`src/rtl/axi_rd_arbiter.sv`:
```
// Read-port arbiter between instruction fetch and data load for the AXI bridge.
// One read outstanding; responses routed by ID, flushed fetch responses dropped.
module axi_rd_arbiter #(
    parameter int unsigned STARVE_MAX = 4
) (
    input  logic        clk,
    input  logic        reset,
    input  logic        inst_req,
    input  logic [2:0]  inst_size,
    input  logic [31:0] inst_addr,
    output logic        inst_addr_ok,
    output logic        inst_data_ok,
    output logic [31:0] inst_rdata,
    input  logic        data_req,
    input  logic [2:0]  data_size,
    input  logic [31:0] data_addr,
    output logic        data_addr_ok,
    output logic        data_data_ok,
    output logic [31:0] data_rdata,
    input  logic        wr_busy,
    input  logic [31:0] wr_addr,
    output logic        br_rd_req,
    output logic [3:0]  br_rd_id,
    output logic [2:0]  br_rd_size,
    output logic [31:0] br_rd_addr,
    input  logic        br_rd_addr_ok,
    input  logic        br_rd_rvalid,
    input  logic [3:0]  br_rd_rid,
    input  logic [31:0] br_rd_rdata,
    input  logic        excp_flush,
    input  logic        ertn_flush
);

    localparam logic [3:0] SMAX = 4'(STARVE_MAX);
    localparam logic [3:0] ID_INST = 4'd0;
    localparam logic [3:0] ID_DATA = 4'd1;

    typedef enum logic [1:0] {
        IDLE,
        ADDR,
        WAIT
    } state_t;

    state_t     state;
    state_t     state_nxt;
    logic [3:0] streak;
    logic       drop;

    logic flush;
    logic hazard;
    logic d_elig;
    logic i_elig;
    logic starve;
    logic grant_d;
    logic grant_i;
    logic accept;
    logic is_inst;
    logic unused_wr_lsb;

    assign flush   = excp_flush | ertn_flush;
    assign hazard  = wr_busy && (wr_addr[31:2] == data_addr[31:2]);
    assign d_elig  = data_req && !hazard;
    assign i_elig  = inst_req && !flush;
    assign starve  = (streak == SMAX) && i_elig;
    assign grant_d = (state == IDLE) && d_elig && !starve;
    assign grant_i = (state == IDLE) && i_elig && !grant_d;
    assign is_inst = (br_rd_id == ID_INST);
    assign accept  = (state == WAIT) && br_rd_rvalid && (br_rd_rid == br_rd_id);

    assign unused_wr_lsb = ^wr_addr[1:0];

    assign inst_addr_ok = br_rd_addr_ok && (state == ADDR) && (br_rd_id == ID_INST);
    assign data_addr_ok = br_rd_addr_ok && (state == ADDR) && (br_rd_id == ID_DATA);

    always_comb begin
        state_nxt = state;
        unique case (state)
            IDLE:    if (grant_d || grant_i) state_nxt = ADDR;
            ADDR:    if (br_rd_addr_ok) state_nxt = WAIT;
            WAIT:    if (accept) state_nxt = IDLE;
            default: state_nxt = IDLE;
        endcase
    end

    always_ff @(posedge clk) begin
        if (reset) begin
            state        <= IDLE;
            br_rd_req    <= 1'b0;
            br_rd_id     <= 4'd0;
            br_rd_size   <= 3'd0;
            br_rd_addr   <= 32'd0;
            inst_data_ok <= 1'b0;
            data_data_ok <= 1'b0;
            inst_rdata   <= 32'd0;
            data_rdata   <= 32'd0;
            streak       <= 4'd0;
            drop         <= 1'b0;
        end else begin
            state        <= state_nxt;
            inst_data_ok <= 1'b0;
            data_data_ok <= 1'b0;

            if (grant_d || grant_i) begin
                br_rd_req  <= 1'b1;
                br_rd_id   <= grant_d ? ID_DATA : ID_INST;
                br_rd_size <= grant_d ? data_size : inst_size;
                br_rd_addr <= grant_d ? data_addr : inst_addr;
            end else if ((state == ADDR) && br_rd_addr_ok) begin
                br_rd_req <= 1'b0;
            end

            // a flush in the accepting cycle still suppresses the fetch result
            if (accept) begin
                if (!is_inst) begin
                    data_rdata   <= br_rd_rdata;
                    data_data_ok <= 1'b1;
                end else if (!drop && !flush) begin
                    inst_rdata   <= br_rd_rdata;
                    inst_data_ok <= 1'b1;
                end
            end

            if ((state == IDLE) || accept) begin
                drop <= 1'b0;
            end else if (flush && is_inst) begin
                drop <= 1'b1;
            end

            if (!inst_req || grant_i) begin
                streak <= 4'd0;
            end else if (grant_d && (streak != SMAX)) begin
                streak <= streak + 4'd1;
            end
        end
    end

endmodule

```
`config.mk`:
```
export PLATFORM = sky130hd
export DESIGN_NAME = axi_rd_arbiter
export DESIGN_NICKNAME = d
export VERILOG_FILES = /design/src/rtl/axi_rd_arbiter.sv
export SDC_FILE = /design/constraint.sdc
export NUM_CORES = 1
export LEC_CHECK = 0
export BUFFER_PORTS_ARGS = -buffer_cell sky130_fd_sc_hd__buf_2
export CORE_MARGIN = 2
export CORE_UTILIZATION = 40
export CTS_BUF_LIST = sky130_fd_sc_hd__clkbuf_4
export CTS_CLUSTER_SIZE = 28
export DETAILED_ROUTE_END_ITERATION = 8
export PLACE_DENSITY = 0.75
export SLEW_MARGIN = 10
export SYNTH_ARGS = -nofsm -noshare
export SYNTH_HDL_FRONTEND = slang
export SYNTH_SLANG_ARGS = --single-unit
```
`constraint.sdc`:
```
create_clock -name clk -period 2.1 [get_ports clk]
set_input_delay 0.105 -clock clk [delete_from_list [all_inputs] [get_ports clk]]
set_output_delay 0.105 -clock clk [all_outputs]
set_load 0.005 [all_outputs]
```
# After elaboration in Yosys (flattened, before gate mapping)

Cells that the tools add are included.

Add/subtract/negate cells: 1
Equality and inequality tests: 10
Multiplexer cells: 11
Bitwise gates (word level): 3
Reductions and logical operators: 35

Operator list:

| cell                                                                    | count |
|---|---|
| 32-bit 2-to-1 mux                                                       | 1 |
| 30-bit equality test                                                    | 1 |
| 1-bit logical AND                                                       | 16 |
| 1-bit logical NOT                                                       | 6 |
| 2-bit 2-to-1 mux                                                        | 3 |
| 2-bit one-hot mux with 3 select lines                                   | 1 |
| 3-bit AND reduction                                                     | 2 |
| 2-bit OR reduction                                                      | 3 |
| 1-bit 2-to-1 mux                                                        | 5 |
| 4-bit by 1-bit adder with 4-bit output, second input constant           | 1 |
| 4-bit by 1-bit equality test with 1-bit output, second input constant   | 1 |
| 4-bit by 3-bit equality test with 1-bit output, second input constant   | 1 |
| 4-bit equality test                                                     | 1 |
| 4-bit logical NOT                                                       | 1 |
| 2-bit inequality test, second input constant                            | 2 |
| 4-bit by 3-bit inequality test with 1-bit output, second input constant | 1 |
| 1-bit logical OR                                                        | 3 |
| 3-bit 2-to-1 mux                                                        | 1 |
| 3-bit OR reduction                                                      | 1 |
| 2-bit by 1-bit equality test with 1-bit output, second input constant   | 1 |
| 2-bit equality test, second input constant                              | 1 |
| 2-bit logical NOT                                                       | 1 |
| 2-bit by 1-bit inequality test with 1-bit output, second input constant | 1 |
| 1-bit NOT                                                               | 2 |
| other kinds (3)                                                         | 3 |

Register bits after elaboration: 113
Input port bits: 147
Output and inout bits: 108
Word-level logic and storage cells: 71

# Logic depth before layout (Yosys ltp)

Word-level depth: 11
Gate-level depth with buffers: 9
Depth with buffers taken out: 7

# Least setup slack after synthesis

No wires, ideal clock.

Path kind: register to register
Start point: register br_rd_id[0]
End point: register inst_rdata[10]
Library setup time: 0.132 ns
Data arrival time: 1.563 ns
Required time: 1.968 ns
Slack: 0.405 ns
Cell stages (with the launch flop): 8
Buffers on the path: 2
Clock period less this slack: 1.695 ns
Path through: dfxtp_1 -> xnor2_1 -> nand3_1 -> or4_1 -> clkbuf_1 -> buf_2 -> nand2_1 -> a21oi_1

Cells in the longest elaborated chain, start to end: 3
Elaborated cells on any way between the ends: 4
Classes of those cells: eq/ne: 1; reduce/logical: 3

Ends and longest elaborated chain:

| item                                   | RTL line | RTL |
|---|---|---|
| start: declaration                     | 23       | `output logic [3:0] br_rd_id,` |
| start signal: assignment               | 105      | `br_rd_id <= grant_d ? ID_DATA : ID_INST;` |
| 4-bit equality test                    | 68       | `assign accept = (state == WAIT) && br_rd_rvalid && (br_rd_rid == br_rd_id);` |
| 1-bit logical AND                      | 68       |  |
| 3-bit AND reduction (no source line) * | --       |  |
| end signal: assignment                 | 118      | `inst_rdata <= br_rd_rdata;` |
| end: declaration                       | 13       | `output logic [31:0] inst_rdata,` |

Mark *: on every way between the ends. The rest lies on a longest branch, timed or not.
A chain may end at the register's enable or synchronous reset.

# Final worst setup path

Start point: input data_addr[4]
End point: register br_rd_addr[1]

Cells in the longest elaborated chain, start to end: 9
Elaborated cells on any way between the ends: 10
Classes of those cells: eq/ne: 1; mux: 1; reduce/logical: 8

Ends and longest elaborated chain:

| item                             | RTL line | RTL |
|---|---|---|
| start: declaration               | 16       | `input logic [31:0] data_addr,` |
| 30-bit equality test *           | 61       | `assign hazard = wr_busy && (wr_addr[31:2] == data_addr[31:2]);` |
| 1-bit logical AND *              | 61       |  |
| 1-bit logical NOT *              | 62       | `assign d_elig = data_req && !hazard;` |
| 1-bit logical AND *              | 62       |  |
| 1-bit logical AND * (2 in a row) | 65       | `assign grant_d = (state == IDLE) && d_elig && !starve;` |
| 1-bit logical NOT                | 66       | `assign grant_i = (state == IDLE) && i_elig && !grant_d;` |
| 1-bit logical AND                | 66       |  |
| 1-bit logical OR                 | 103      | `if (grant_d \|\| grant_i) begin` |
| end signal: assignment           | 107      | `br_rd_addr <= grant_d ? data_addr : inst_addr;` |
| end: declaration                 | 25       | `output logic [31:0] br_rd_addr,` |

Marks and branches as above.

==> out/qor.yml <==
worst_setup_path:
  criticalPathCategory: "primary input to register"
  r2r_cells: 6
  worst_setup_path_start_kind: "primary input"
  r2r_start: "br_rd_id[0]"
  crit_chain: "dlygate4sd3_1 > buf_2 > xnor2_1 > nand4_1 > nor4_2 > a21bo_1 > buf_4 > nor3_1 > a211oi_1"
  cp_top_family: "buffers and inverters"
  crit_required_ns: 2.48
  timing.rr.end: "inst_rdata[23]"
  crit_path_top_delay_cell: "dlygate4sd3_1"
  max_stage_delay_ns: 0.54
  path_buf_inv: 3
  cp-end-kind: "register"
  r2r_slack_ns: 0.35
  arrival_ns: 2.35
  startpoint: "data_addr[4]"
  path_max_fanout: 21
power:
  peakVddDrop_mv: 0.310
  p_int_w: 0.00307
  clkPwrFrac_pct: 26.5
  p_comb_share_pct: 21.8
  p_per_area_nw_per_um2: 589
  swShare_pct: 29.3
  p_leak_nw: 3.36
  pwr-share-seq_pct: 51.7
  p_switching_w: 0.00127
timing:
  max_freq_mhz: 506
  slew_viol_final: 0
  period_minus_slack_ns: 1.98
  period_share_pct: 94.1
  finalSetupTns_ns: 0
  rsz0062_at_grt: "no"
  final_hold_viol_count: 0
  skew_ns: 0.0239
  setup_violations: 0
  hold_ws_ns: 0.0340
outcome:
  status: "completed"
worst_hold_path:
  hold_depth: 3
  hold_end: "br_rd_addr[11]"
  min-delay-start: "data_addr[11]"
  hp-class: "primary input to register"
detailed_routing:
  drtPass1Iterations: 4
  vias: 5276
  ant_nets: 0
  remaining_drc_errors: 0
  vias_per_cell: 5.10
  drt-total-wl_um: 16500
  wl_per_cell_um: 16.0
  drt_iter0_markers: 496
synth:
  synthCells: 551
  synth-seq-area-share_pct: 46.0
  ys_warn_count: 0
  ys_types: 34
  synth_area_um2: 4790
  ys_ff_latch: 110
  avgSynthCellArea_um2: 8.69
place:
  gp_congestion: 0.849
  io_buffers: 249
  hpwlAfterDp_um: 10700
clock_tree:
  clock-sinks: 110
  cts_buffer_depth: 2
  insertion_delay_ns: 0.47
  cts_made_buffers: 9
  h-tree-depth: 3
  cts_setup_buffers: 0
  cts_tree: "built"
  cts-root-buf: "clkbuf_4"
  clk_pin_slew_ns: 0.18
global_routing:
  antenna_found_initial: 2
  gr-total-overflow: 0
  first_global_vias: 5300
  grt_use_total_pct: 25.3
  grt_max_degree: 49
  grt_pass1_wl_um: 25800
flow_run:
  maxCapViolations: 0
floorplanning:
  core_um2: 11600
  die_x_um: 113
  io_pins: 255
  row_count: 39
  floorplan.die.height_um: 113
  fp.dieArea_um2: 12900
  initial_core_util_pct: 41.4
final_layout:
  drive_gt1_share_pct: 35.1
  syn_to_final_growth_pct: 53.9
  fin_util_pct: 63.7
  final_net_count: 1034
layout make-up:
cell class | count | area (µm²)
antenna | 2 | 5.00
clock buffer | 9 | 67.6
clock inverter | 7 | 86.3
fill | 962 | 4190
inverter | 7 | 26.3
multi-input combinational | 392 | 2380
sequential | 110 | 2200
tap | 143 | 179
timing repair buffer | 365 | 2430
routing by layer:
| metal | share of wire [%] | track usage [%] | routed length, µm |
|---|---|---|---|
| met5 | 0 | 0 | 0 |
| met4 | 4.6 | 14.8 | 769 |
| met3 | 7.3 | 5.21 | 1210 |
| met2 | 49 | 44.6 | 8180 |
| met1 | 39 | 28.1 | 6380 |
registers in the layout, indices dropped and copies added (netlist names):
signal / count
br_rd_id: 1
data_rdata: 32
inst_rdata: 32
br_rd_req: 1
br_rd_addr: 32
drop: 1
br_rd_size: 3
state: 2
inst_data_ok: 1
data_data_ok: 1
streak: 4
tightest hold or removal path: stages:
cell and delay, ns:
buf_2 0.11, nor3_1 0.05, a211oi_1 0.20
logic make-up after synthesis:
kind of cell | count (synthesis) | share of synthesized area (%)
AOI/OAI and AO/OA | 118 | 16.8
adders and majority gates | 2 | 0.522
DFF | 110 | 46.0
xor gates and xnor gates | 31 | 5.67
and+or+nand+nor | 203 | 18.3
muxes | 35 | 7.31
other | 1 | 0.0783
buffers and inverters | 51 | 5.30
synth_stat cells (all sizes together):
cell | count | area [µm²]
inv | 7 | 26.3
dfxtp | 110 | 2200
nand3b | 1 | 7.51
o31ai | 1 | 12.5
conb | 1 | 3.75
or2 | 2 | 15.0
a31o | 2 | 17.5
nor4b | 1 | 8.76
o21ai | 3 | 15.0
nand3 | 5 | 25.0
nand4 | 9 | 56.3
nor2 | 8 | 30.0
a31oi | 1 | 6.26
ha | 2 | 25.0
buf | 22 | 145
a21bo | 1 | 10.0
nor4 | 4 | 31.3
a211oi | 36 | 365
clkbuf | 22 | 82.6
mux2i | 35 | 350
a311oi | 1 | 8.76
nor3 | 36 | 180
or4 | 1 | 7.51
nor2b | 2 | 12.5
xnor2 | 31 | 272
nand2 | 134 | 503
a21oi | 71 | 355
a21o | 2 | 15.0
worst max path at each step:
stage	end	slack [ns]	cells after the start
after detailed placement	br_rd_size[2]	0.20	8
final	br_rd_addr[1]	0.12	9
after floorplan	inst_rdata[10]	0.40	7
after global placement	br_rd_addr[4]	0.24	8
after global routing	br_rd_addr[1]	0.02	9
after CTS	br_rd_size[1]	0.19	9
power groups by stage:
stage	Clock, W	Sequential, W	Combinational, W
after global placement	0	0.00228	0.000772
final	0.00115	0.00224	0.000948
after CTS	0.00119	0.00224	0.000923
after global routing	0.00126	0.00226	0.00102
after floorplan	0	0.00228	0.000410
after detailed placement	0	0.00228	0.000782
metrics by stage:
step                      std cells  area (µm²)  setup slack, ns  total power (W)
after global routing           1035        7370           0.0210          0.00454
after floorplan                 553        4800            0.405          0.00269
after detailed placement        919        6220            0.203          0.00306
after global placement          919        6220            0.242          0.00305
after CTS                      1033        7350            0.187          0.00435
final                          1035        7370            0.124          0.00434
timing repair:
item,4_1_cts,5_1_grt
hold endpoints to repair,101,0
gates resized for setup,0,2
setup endpoints to repair,0,6
hold buffers,98,0
cell usage in the layout (no fill, tap or decap), types with 2 or more instances in the layout:
| cell type | instances |
|---|---|
| buf_2 | 248 |
| nand2_1 | 134 |
| dfxtp_1 | 110 |
| dlygate4sd3_1 | 98 |
| a21oi_1 | 71 |
| nor3_1 | 36 |
| mux2i_1 | 35 |
| xnor2_1 | 31 |
| a211oi_2 | 19 |
| a211oi_1 | 17 |
| buf_4 | 14 |
| nand4_1 | 9 |
| clkbuf_4 | 9 |
| inv_1 | 7 |
| nor2_1 | 7 |
| buf_12 | 5 |
| nand3_1 | 4 |
| o21ai_0 | 3 |
| conb_1 | 3 |
| diode_2 | 2 |
| nor4_2 | 2 |
| nor2b_1 | 2 |
| a31o_2 | 2 |
| a21o_1 | 2 |
| ha_1 | 2 |
| inv_6 | 2 |
| inv_8 | 2 |
Note: power is estimated with default switching activity, not from simulation.
